## src/rtl/nrisc_pkg.sv

```systemverilog
// Shared definitions for the nRisc core: data width, MUL/DIV operation
// codes and the state encoding of the multiply/divide unit.
package nrisc_pkg;

    localparam int DATA_W = 8;

    typedef enum logic [1:0] {
        OP_MUL_LO = 2'b00,
        OP_MUL_HI = 2'b01,
        OP_DIV_Q  = 2'b10,
        OP_DIV_R  = 2'b11
    } opT;

    typedef enum logic [1:0] {
        IDLE = 2'b00,
        CALC = 2'b01,
        FIM  = 2'b10
    } stateT;

endpackage

```

## src/rtl/unidade_muldiv.sv

```systemverilog
// Iterative unsigned multiply/divide unit. A single WIDTH+1-bit adder is
// shared: shift-add for multiplication, restoring subtraction for division.
// The {upper, lower} accumulator holds {partial product, multiplier} while
// multiplying and {remainder, quotient} while dividing.
module unidade_muldiv
    import nrisc_pkg::*;
#(
    parameter int WIDTH = DATA_W,
    parameter int CNT_W = 3
) (
    input  logic             Clock,
    input  logic             Reset_n,
    input  logic             Inicio,
    input  logic [1:0]       Op,
    input  logic [WIDTH-1:0] OperandoA,
    input  logic [WIDTH-1:0] OperandoB,
    input  logic [3:0]       RegDestino,
    output logic             Ocupado,
    output logic [WIDTH-1:0] Resultado,
    output logic [3:0]       RegEscrito,
    output logic             EscReg,
    output logic             Pronto
);

    stateT              state;
    stateT              nextState;
    opT                 opReg;
    logic [WIDTH-1:0]   operand;
    logic [3:0]         regDest;
    logic [2*WIDTH-1:0] acc;
    logic [2*WIDTH-1:0] accNext;
    logic [CNT_W-1:0]   cnt;
    logic               isDiv;
    logic               lastIter;
    logic [WIDTH:0]     addX;
    logic [WIDTH:0]     addY;
    logic [WIDTH:0]     addSum;
    logic [WIDTH-1:0]   resultNext;

    assign isDiv    = (opReg == OP_DIV_Q) || (opReg == OP_DIV_R);
    assign lastIter = (state == CALC) && (cnt == CNT_W'(WIDTH - 1));

    // Shared adder: adds the multiplicand into the upper half, or subtracts the divisor from the shifted remainder
    always_comb begin
        addX   = '0;
        addY   = {1'b0, operand};
        addSum = '0;
        if (isDiv) begin
            // The shifted remainder is less than twice the divisor, so the
            // difference always fits a WIDTH+1-bit signed value and its MSB
            // is a reliable sign.
            addX   = acc[2*WIDTH-1:WIDTH-1];
            addSum = addX + ~addY + (WIDTH+1)'(1);
        end else begin
            addX   = {1'b0, acc[2*WIDTH-1:WIDTH]};
            addSum = addX + addY;
        end
    end

    // One iteration step of the selected algorithm and the result byte it leads to
    always_comb begin
        accNext    = acc;
        resultNext = '0;
        if (isDiv) begin
            if (!addSum[WIDTH]) begin
                accNext = {addSum[WIDTH-1:0], acc[WIDTH-2:0], 1'b1};
            end else begin
                accNext = {acc[2*WIDTH-2:0], 1'b0};
            end
        end else begin
            if (acc[0]) begin
                accNext = {addSum, acc[WIDTH-1:1]};
            end else begin
                accNext = {1'b0, acc[2*WIDTH-1:1]};
            end
        end
        case (opReg)
            OP_MUL_LO: resultNext = accNext[WIDTH-1:0];
            OP_MUL_HI: resultNext = accNext[2*WIDTH-1:WIDTH];
            OP_DIV_Q:  resultNext = accNext[WIDTH-1:0];
            OP_DIV_R:  resultNext = accNext[2*WIDTH-1:WIDTH];
            default:   resultNext = '0;
        endcase
    end

    // Next-state logic: accept in IDLE, WIDTH iterations in CALC, one result cycle in FIM
    always_comb begin
        nextState = state;
        case (state)
            IDLE:    if (Inicio) nextState = CALC;
            CALC:    if (cnt == CNT_W'(WIDTH - 1)) nextState = FIM;
            FIM:     nextState = IDLE;
            default: nextState = IDLE;
        endcase
    end

    // State register
    always_ff @(posedge Clock or negedge Reset_n) begin
        if (!Reset_n) begin
            state <= IDLE;
        end else begin
            state <= nextState;
        end
    end

    // Operand latching on accept, then accumulator and counter stepping while calculating
    always_ff @(posedge Clock or negedge Reset_n) begin
        if (!Reset_n) begin
            opReg   <= OP_MUL_LO;
            operand <= '0;
            regDest <= '0;
            acc     <= '0;
            cnt     <= '0;
        end else if (state == IDLE && Inicio) begin
            opReg   <= opT'(Op);
            operand <= Op[1] ? OperandoB : OperandoA;
            regDest <= RegDestino;
            acc     <= {{WIDTH{1'b0}}, (Op[1] ? OperandoA : OperandoB)};
            cnt     <= '0;
        end else if (state == CALC) begin
            acc <= accNext;
            cnt <= cnt + CNT_W'(1);
        end
    end

    // Registered outputs: busy flag, write strobe and the result captured on the last iteration
    always_ff @(posedge Clock or negedge Reset_n) begin
        if (!Reset_n) begin
            Ocupado    <= 1'b0;
            EscReg     <= 1'b0;
            Pronto     <= 1'b0;
            Resultado  <= '0;
            RegEscrito <= '0;
        end else begin
            Ocupado <= (nextState != IDLE);
            EscReg  <= lastIter;
            Pronto  <= lastIter;
            if (lastIter) begin
                Resultado  <= resultNext;
                RegEscrito <= regDest;
            end
        end
    end

endmodule

```

## config.mk

```make
export PLATFORM = sky130hd
export DESIGN_NAME = unidade_muldiv
export DESIGN_NICKNAME = d
export VERILOG_FILES = /design/src/rtl/nrisc_pkg.sv /design/src/rtl/unidade_muldiv.sv
export SDC_FILE = /design/constraint.sdc
export NUM_CORES = 1
export LEC_CHECK = 0
export BUFFER_PORTS_ARGS = -buffer_cell sky130_fd_sc_hd__buf_2
export CELL_PAD_IN_SITES_DETAIL_PLACEMENT = 0
export CELL_PAD_IN_SITES_GLOBAL_PLACEMENT = 1
export CORE_UTILIZATION = 45
export CTS_BUF_LIST = sky130_fd_sc_hd__clkbuf_16
export CTS_CLUSTER_DIAMETER = 100
export DETAILED_ROUTE_END_ITERATION = 6
export GPL_ROUTABILITY_DRIVEN = 0
export PLACE_DENSITY = 0.9
export SLEW_MARGIN = 20
export SYNTH_ARGS = -nofsm -noshare
export SYNTH_HDL_FRONTEND = slang
export SYNTH_SLANG_ARGS = --single-unit
```

## constraint.sdc

```tcl
create_clock -name Clock -period 3.1 [get_ports Clock]
set_clock_uncertainty 0.1 [all_clocks]
set_input_delay 0.31 -clock Clock [delete_from_list [all_inputs] [get_ports Clock]]
set_output_delay 0.31 -clock Clock [all_outputs]
set_load 0.01 [all_outputs]
```

==> impl_results.md, run 1 <==
- DP Cell Count: 480
- Overflow after GRT: 0
- Worst EP required: approximately 3.2 ns
- Worst Hold Class: primary input to asynchronous set/reset pin
- First-pass GRT wire length: approximately 14 mm
- Worst Setup SP: acc[7]
- Clk Latency, worst-skew pair: slightly below 0.3 ns
- Area share of fa/ha/maj cells after synthesis: 0.0805
- TritonCTS buffer count: 5
- Simple-Gate Fraction of Synth Area: 0.120
- Routed Antenna Nets: 0
- Die Area: 7670 µm²
- Commonest non-fill, non-tap cell in the layout: dfrtp_1
- Asr flop ratio synth: 1.00
- FP Rows: 30
- Crit start category: register
- # IOs: 40
- Vias in the first global route: around 2800
- Failing checks: hold timing
- Post-synth cell types: 52
- TritonRoute pass-1 iters: 5
- DIE HEIGHT: between 80 and 90 µm
- Syn Std Cell Area: 3300 µm²
- Final setup vio count: 0
- XOR/XNOR Fraction of Synth Area: 0.0289
- Root buffer cell: clkbuf_16
- Critical path class: register to register
- Syn-to-layout area delta: 15.0%
- Post-route DRC: 0
- Least-Margin Pin Slew: roughly 0.70 ns
- Width of the chip: between 80 and 90 µm
- Clock Path Buffers: 2
- Synthesized instance count: 358
- Synth Area in Compound Gates: 0.215
- Pins over their slew limit: 0
- Port bufs: 39
- Ant diodes: 0
- #FFs+latches synth: 49
- Final period util: 0.946
- Final Hold Viols: 49
- Drt via density: approximately 6
- Worst slew margin: 0.522
- P_leak: approximately 1.8 nW
- Number of clock sinks: 49
- Hpwl dp: between 6 and 7 mm
- Hold_buf cts: 0
- R2r startpoint: acc[7]
- Sequential-to-total area share from yosys stat: 0.372
- Final worst path period need: 2.93 ns
- Critical Path Sink Type: register
- Max_cap viols: 0
- Pin count of the biggest net entering global routing: 50
- CTS tree: built
- Maximum vdd drop: between 0.0005 and 0.0006 V
- Fmax: 341 MHz
- Share of cells above drive strength 1: 0.192
- Initial antenna violation count: 0
- Post-Layout Cell Count: between 400 and 500
- EDFF count, synth: 0
- Syn_nets: roughly 400
- Overall routed net length: 8.41 mm
- Initial Util: 0.475
- PD cells: between 1000 and 1500 nW/µm²
- Yosys warnings: 0
- Core Region: roughly 6900 µm²
- Worst path arrival time: ~3 ns
- Combinational family with the most area after synthesis: compound AO/OA/AOI/OAI gates
- Fin nets: 439
- Total Routing Usage GR: 0.238
- CTS H-Tree Depth: 2
- Mux contribution to synthesized area: 0.135
- Worst hold slack: -0.0614 ns
- CP Max Fanout: 5
- Clock Pin Slew Worst Setup and Hold Paths: about 0.070 ns
- Most frequent cells in the layout: 49 x dfrtp_1, 44 x nand2_1, 38 x buf_2
- Status: finished, violations left
- Wire per inst: ~17 µm
- Most used flip-flop cell after synthesis: dfrtp_1
- Vias: between 2000 and 3000
- Avg Cell Area, Syn: 9.21 µm²
- 1st-iter DRT viols: a little over 300
## synthesized netlist by cell type (3+ instances only)
library cell   n  area share
ha_1          18       0.068
a21oi_1       24       0.036
a31oi_1        3      0.0057
o31ai_1        3      0.0068
nor2b_1        5      0.0095
a21o_1         4      0.0091
o21ai_0       19       0.029
nor2_1        27       0.031
o21ai_1        6      0.0091
dfrtp_1       49        0.37
mux2_2         8       0.027
nand2b_1       4      0.0076
nand2_1       44       0.050
nor3_1         6      0.0091
a22o_1         3      0.0080
xnor2_1        8       0.021
o21a_1         7       0.016
inv_1         20       0.023
clkbuf_1      17       0.019
o22ai_1        3      0.0057
o221ai_1       8       0.021
mux2i_1       31       0.094
## critical path: stages (launching register included)
cell and delay, ns:
dfrtp_1 0.41, inv_2 0.10, ha_1 0.16, inv_1 0.06, fa_2 0.37, a211oi_2 0.28, nor3_1 0.11, nor3_2 0.18
buf_4 0.18, xnor2_4 0.17, buf_6 0.17, mux2i_2 0.25, o221a_1 0.21, o21ai_1 0.06
## through the flow
step                 TNS, ns  setup WS [ns]  power, mW  utilization  cell area (µm²)
floorplan                  0          0.453       3.55            -             3300
global placement           0          0.187       4.28        0.515             3580
detailed placement         0          0.105       4.32        0.515             3580
CTS                        0         0.0738       4.87        0.536             3720
global route        -0.00710       -0.00710       5.51        0.546             3790
finish                     0          0.167       5.08        0.546             3790
## state kept, by name, summed over array words and instances, names as in the netlist
signal      flops
Resultado       8
acc            16
operand         8
state           2
opReg           2
RegEscrito      4
Ocupado         1
regDest         4
Pronto          1
cnt             3
## area by class of cell
| type | count | area [µm²] |
|---|---|---|
| flip-flops and latches | 49 | 1230 |
| well taps | 96 | 120 |
| fillers | 635 | 3160 |
| inverters | 20 | 75.1 |
| repair buffers | 48 | 269 |
| multi-input cells | 270 | 1960 |
| clock buffers | 5 | 125 |
| clock inverters | 3 | 17.5 |
## timing repair
action / 4_1_cts / 5_1_grt
gates resized for setup: 0 / 7
setup endpoints to repair: 0 / 11
buffers inserted: 0 / 2
## layer usage
metal / track usage / up-vias / share of wire
met1: 0.333 / 1374 / 0.46
met3: 0.0396 / 27 / 0.056
met5: 0 / - / 0
li1: - / 1371 / -
met4: 0.0969 / 0 / 0.033
met2: 0.368 / 94 / 0.45
## cells by family after synthesis
group | after synthesis
DFF | 49
muxes | 42
adders and majority gates | 20
buffers and inverters | 40
xor gates and xnor gates | 10
and+or+nand+nor | 92
AOI/OAI and AO/OA | 105
## power by group
part | total (mW) | switching, mW | internal, mW
Combinational | 3.20 | 1.73 | 1.47
Sequential | 1.35 | 0.399 | 0.947
Clock | 0.534 | 0.238 | 0.296
## path summary, 6_finish.rpt
path	endpoint	slack, ns	cells after the start
hold reg to reg	RegEscrito[1]	0.37	2
min in group Clock	opReg[0]	0.13	3
setup / recovery	Resultado[7]	0.17	13
max in group asynchronous	acc[10]	2.55	1
hold / removal	Pronto	-0.06	1
setup reg to reg	Resultado[7]	0.17	13
(Power assumes the default switching activity.)
==> run 2, diff against run 1 <==
Settings changed: RECOVER_POWER set to 100.
Clock period 3.1 ns to 2.85 ns, I/O delays scaled along.
==> run 2 against run 1 <==
Compared with the run above:
- the run ends with capacitance limit, slew limit, setup timing left
- non-clock buffer count grew 27
- global-route usage grew 1.9 points
- utilization grew 3.9 points
- sequential cell count is the same
- maximum frequency shrank 1.5%
- wire length grew 14%
- final cell count grew 5.3%
- sequential share of layout area shrank 2.1 points
- critical path depth is the same
==> impl_results.md, run 2 (same netlist as run 1, synthesis figures left out) <==
- Status: finished, violations left
- Failing checks: capacitance limit, slew limit, setup timing
- DIE HEIGHT: 87.6 µm (unchanged)
- Clk Latency, worst-skew pair: 0.29 ns (about the same)
- Fin nets: 465 (+5.9%)
- Number of clock sinks: 49 (unchanged)
- TritonCTS buffer count: 5 (unchanged)
- CTS tree: built
- Least-Margin Pin Slew: 1.94 ns (+1.24 ns)
- Core Region: 6940 µm² (unchanged)
- TritonRoute pass-1 iters: 5 (unchanged)
- Final worst path period need: 2.98 ns (+0.0454 ns)
- # IOs: 40 (unchanged)
- FP Rows: 30 (unchanged)
- Crit start category: register
- Syn-to-layout area delta: 23.1%
- Root buffer cell: clkbuf_16
- Most frequent cells in the layout: 48 x dfrtp_1, 44 x nand2_1, 27 x mux2i_1
- Vias in the first global route: 2915 (+4.3%)
- Critical path class: register to register
- Reg-to-reg slack, setup: -0.13 ns (-0.30 ns)
- R2r startpoint: acc[7]
- Overall routed net length: 9.56 mm (+14%)
- Dpl ws: -0.0394 ns (-0.145 ns)
- Final setup vio count: 12 (+12)
- Die Area: 7670 µm² (unchanged)
- Top Registers: acc: 16 flops, Resultado: 8 flops, operand: 8 flops
- Clock Pin Slew Worst Setup and Hold Paths: 0.07 ns (about the same)
- Hpwl dp: 6.63 mm (+5.5%)
- 1st-iter DRT viols: 304 (-1.9%)
- Post-route DRC: 0 (unchanged)
- Worst slew margin: -0.296 (-0.818)
- Pin count of the biggest net entering global routing: 37 (-26%)
- Final period util: 1.04 (+0.0989)
- Hold Path Sink: opReg[0]
- Worst EP required: 2.92 ns (-0.25 ns)
- Share of cells above drive strength 1: 0.223 (+0.0309)
- Max_cap viols: 1 (+1)
- CP Max Fanout: 7 (+2)
- RSZ-0062 raised after global routing: true
- Clock Path Buffers: 2 (unchanged)
- Max reg flops: 16 (unchanged)
- R2R depth: 13 (unchanged)
- Commonest non-fill, non-tap cell in the layout: dfrtp_1
- Hold_buf cts: 0 (unchanged)
- Hold depth: 3
- Worst Hold Class: primary input to register
- Hold path start: Op[0]
- Wire per inst: 18.5 µm (+8.0%)
- R2R Path End: Resultado[7]
- CTS H-Tree Depth: 2 (unchanged)
- Worst path arrival time: 3.04 ns (+0.04 ns)
- Fmax: 336 MHz (-1.5%)
- Total Routing Usage GR: 0.257 (+0.0190)
- Reg with most FFs: acc
- Vias: 3102 (+8.2%)
- Port bufs: 39 (unchanged)
- Drt via density: 6.00 (+2.8%)
- Final Hold Viols: 0 (-100%)
- Overflow after GRT: 0 (unchanged)
- Final Util: 0.584 (+0.0387)
- Pins over their slew limit: 37 (+37)
- Ant diodes: 0 (unchanged)
- Initial antenna violation count: 0 (unchanged)
- Critical Path Sink Type: register
- Setup TNS: -0.692 ns (-0.692 ns)
- First-pass GRT wire length: 14.8 mm (+7.1%)
- Worst setup margin: -0.128 ns (-0.295 ns)
- Initial Util: 0.475 (unchanged)
- Width of the chip: 87.6 µm (unchanged)
- Routed Antenna Nets: 0 (unchanged)
==> run 2: metal layers <==
metal | GRT usage | wire, µm | up-vias
met4 | 0.119 | 474 | 0
li1 | - | - | 1414
met2 | 0.395 | 4360 | 178
met3 | 0.0368 | 693 | 42
met1 | 0.360 | 4040 | 1468
met5 | 0 | 0 | -
==> run 2: critical path, stage by stage (launching register included) <==
cell,delay [ns]
dfrtp_1,0.39
inv_2,0.07
buf_6,0.09
ha_4,0.12
inv_2,0.04
fa_2,0.37
a211oi_4,0.25
nor3_2,0.09
nor3_2,0.34
xnor2_4,0.24
buf_6,0.21
mux2i_4,0.26
o221a_1,0.22
o21ai_1,0.06
==> run 2: worst max path at each step <==
stage	end	startpoint	slack, ns	depth (start not counted)
2_1_floorplan	acc[8]	acc[7]	0.20	11
3_3_place_gp	Resultado[2]	acc[7]	0.07	11
3_5_place_dp	Resultado[7]	acc[7]	-0.04	12
4_1_cts	Resultado[2]	acc[7]	-0.01	11
5_1_grt	acc[13]	acc[7]	-0.21	13
6_report	Resultado[7]	acc[7]	-0.13	13
==> run 2: cell type report <==
class,instances,area (µm²)
Sequential cell,49,1230
Tap cell,96,120
Clock buffer,5,125
Timing Repair Buffer,75,449
Multi-Input combinational cell,269,2040
Clock inverter,3,17.5
Fill cell,611,2890
Inverter,20,75.1
==> run 2: repair_timing <==
item / CTS / global route
resized for setup: 7 / 24
pin swaps: 6 / 13
endpoints found under the hold margin: 0 / 0
endpoints found under the setup margin: 11 / 17
buffers inserted: 19 / 3
==> run 2: per-stage QoR <==
stage / instances / hold slack (ns) / cell area, µm²
floorplan: 358 / -0.111 / 3300
global placement: 489 / 0.323 / 3650
detailed placement: 489 / 0.330 / 3650
CTS: 516 / 0.0181 / 3960
global route: 517 / 0.124 / 4060
finish: 517 / 0.117 / 4060
Power of run 2 is left out: the tool's default activity adds up to more than one toggle a clock period on the data nets, which glitch-free logic cannot reach.
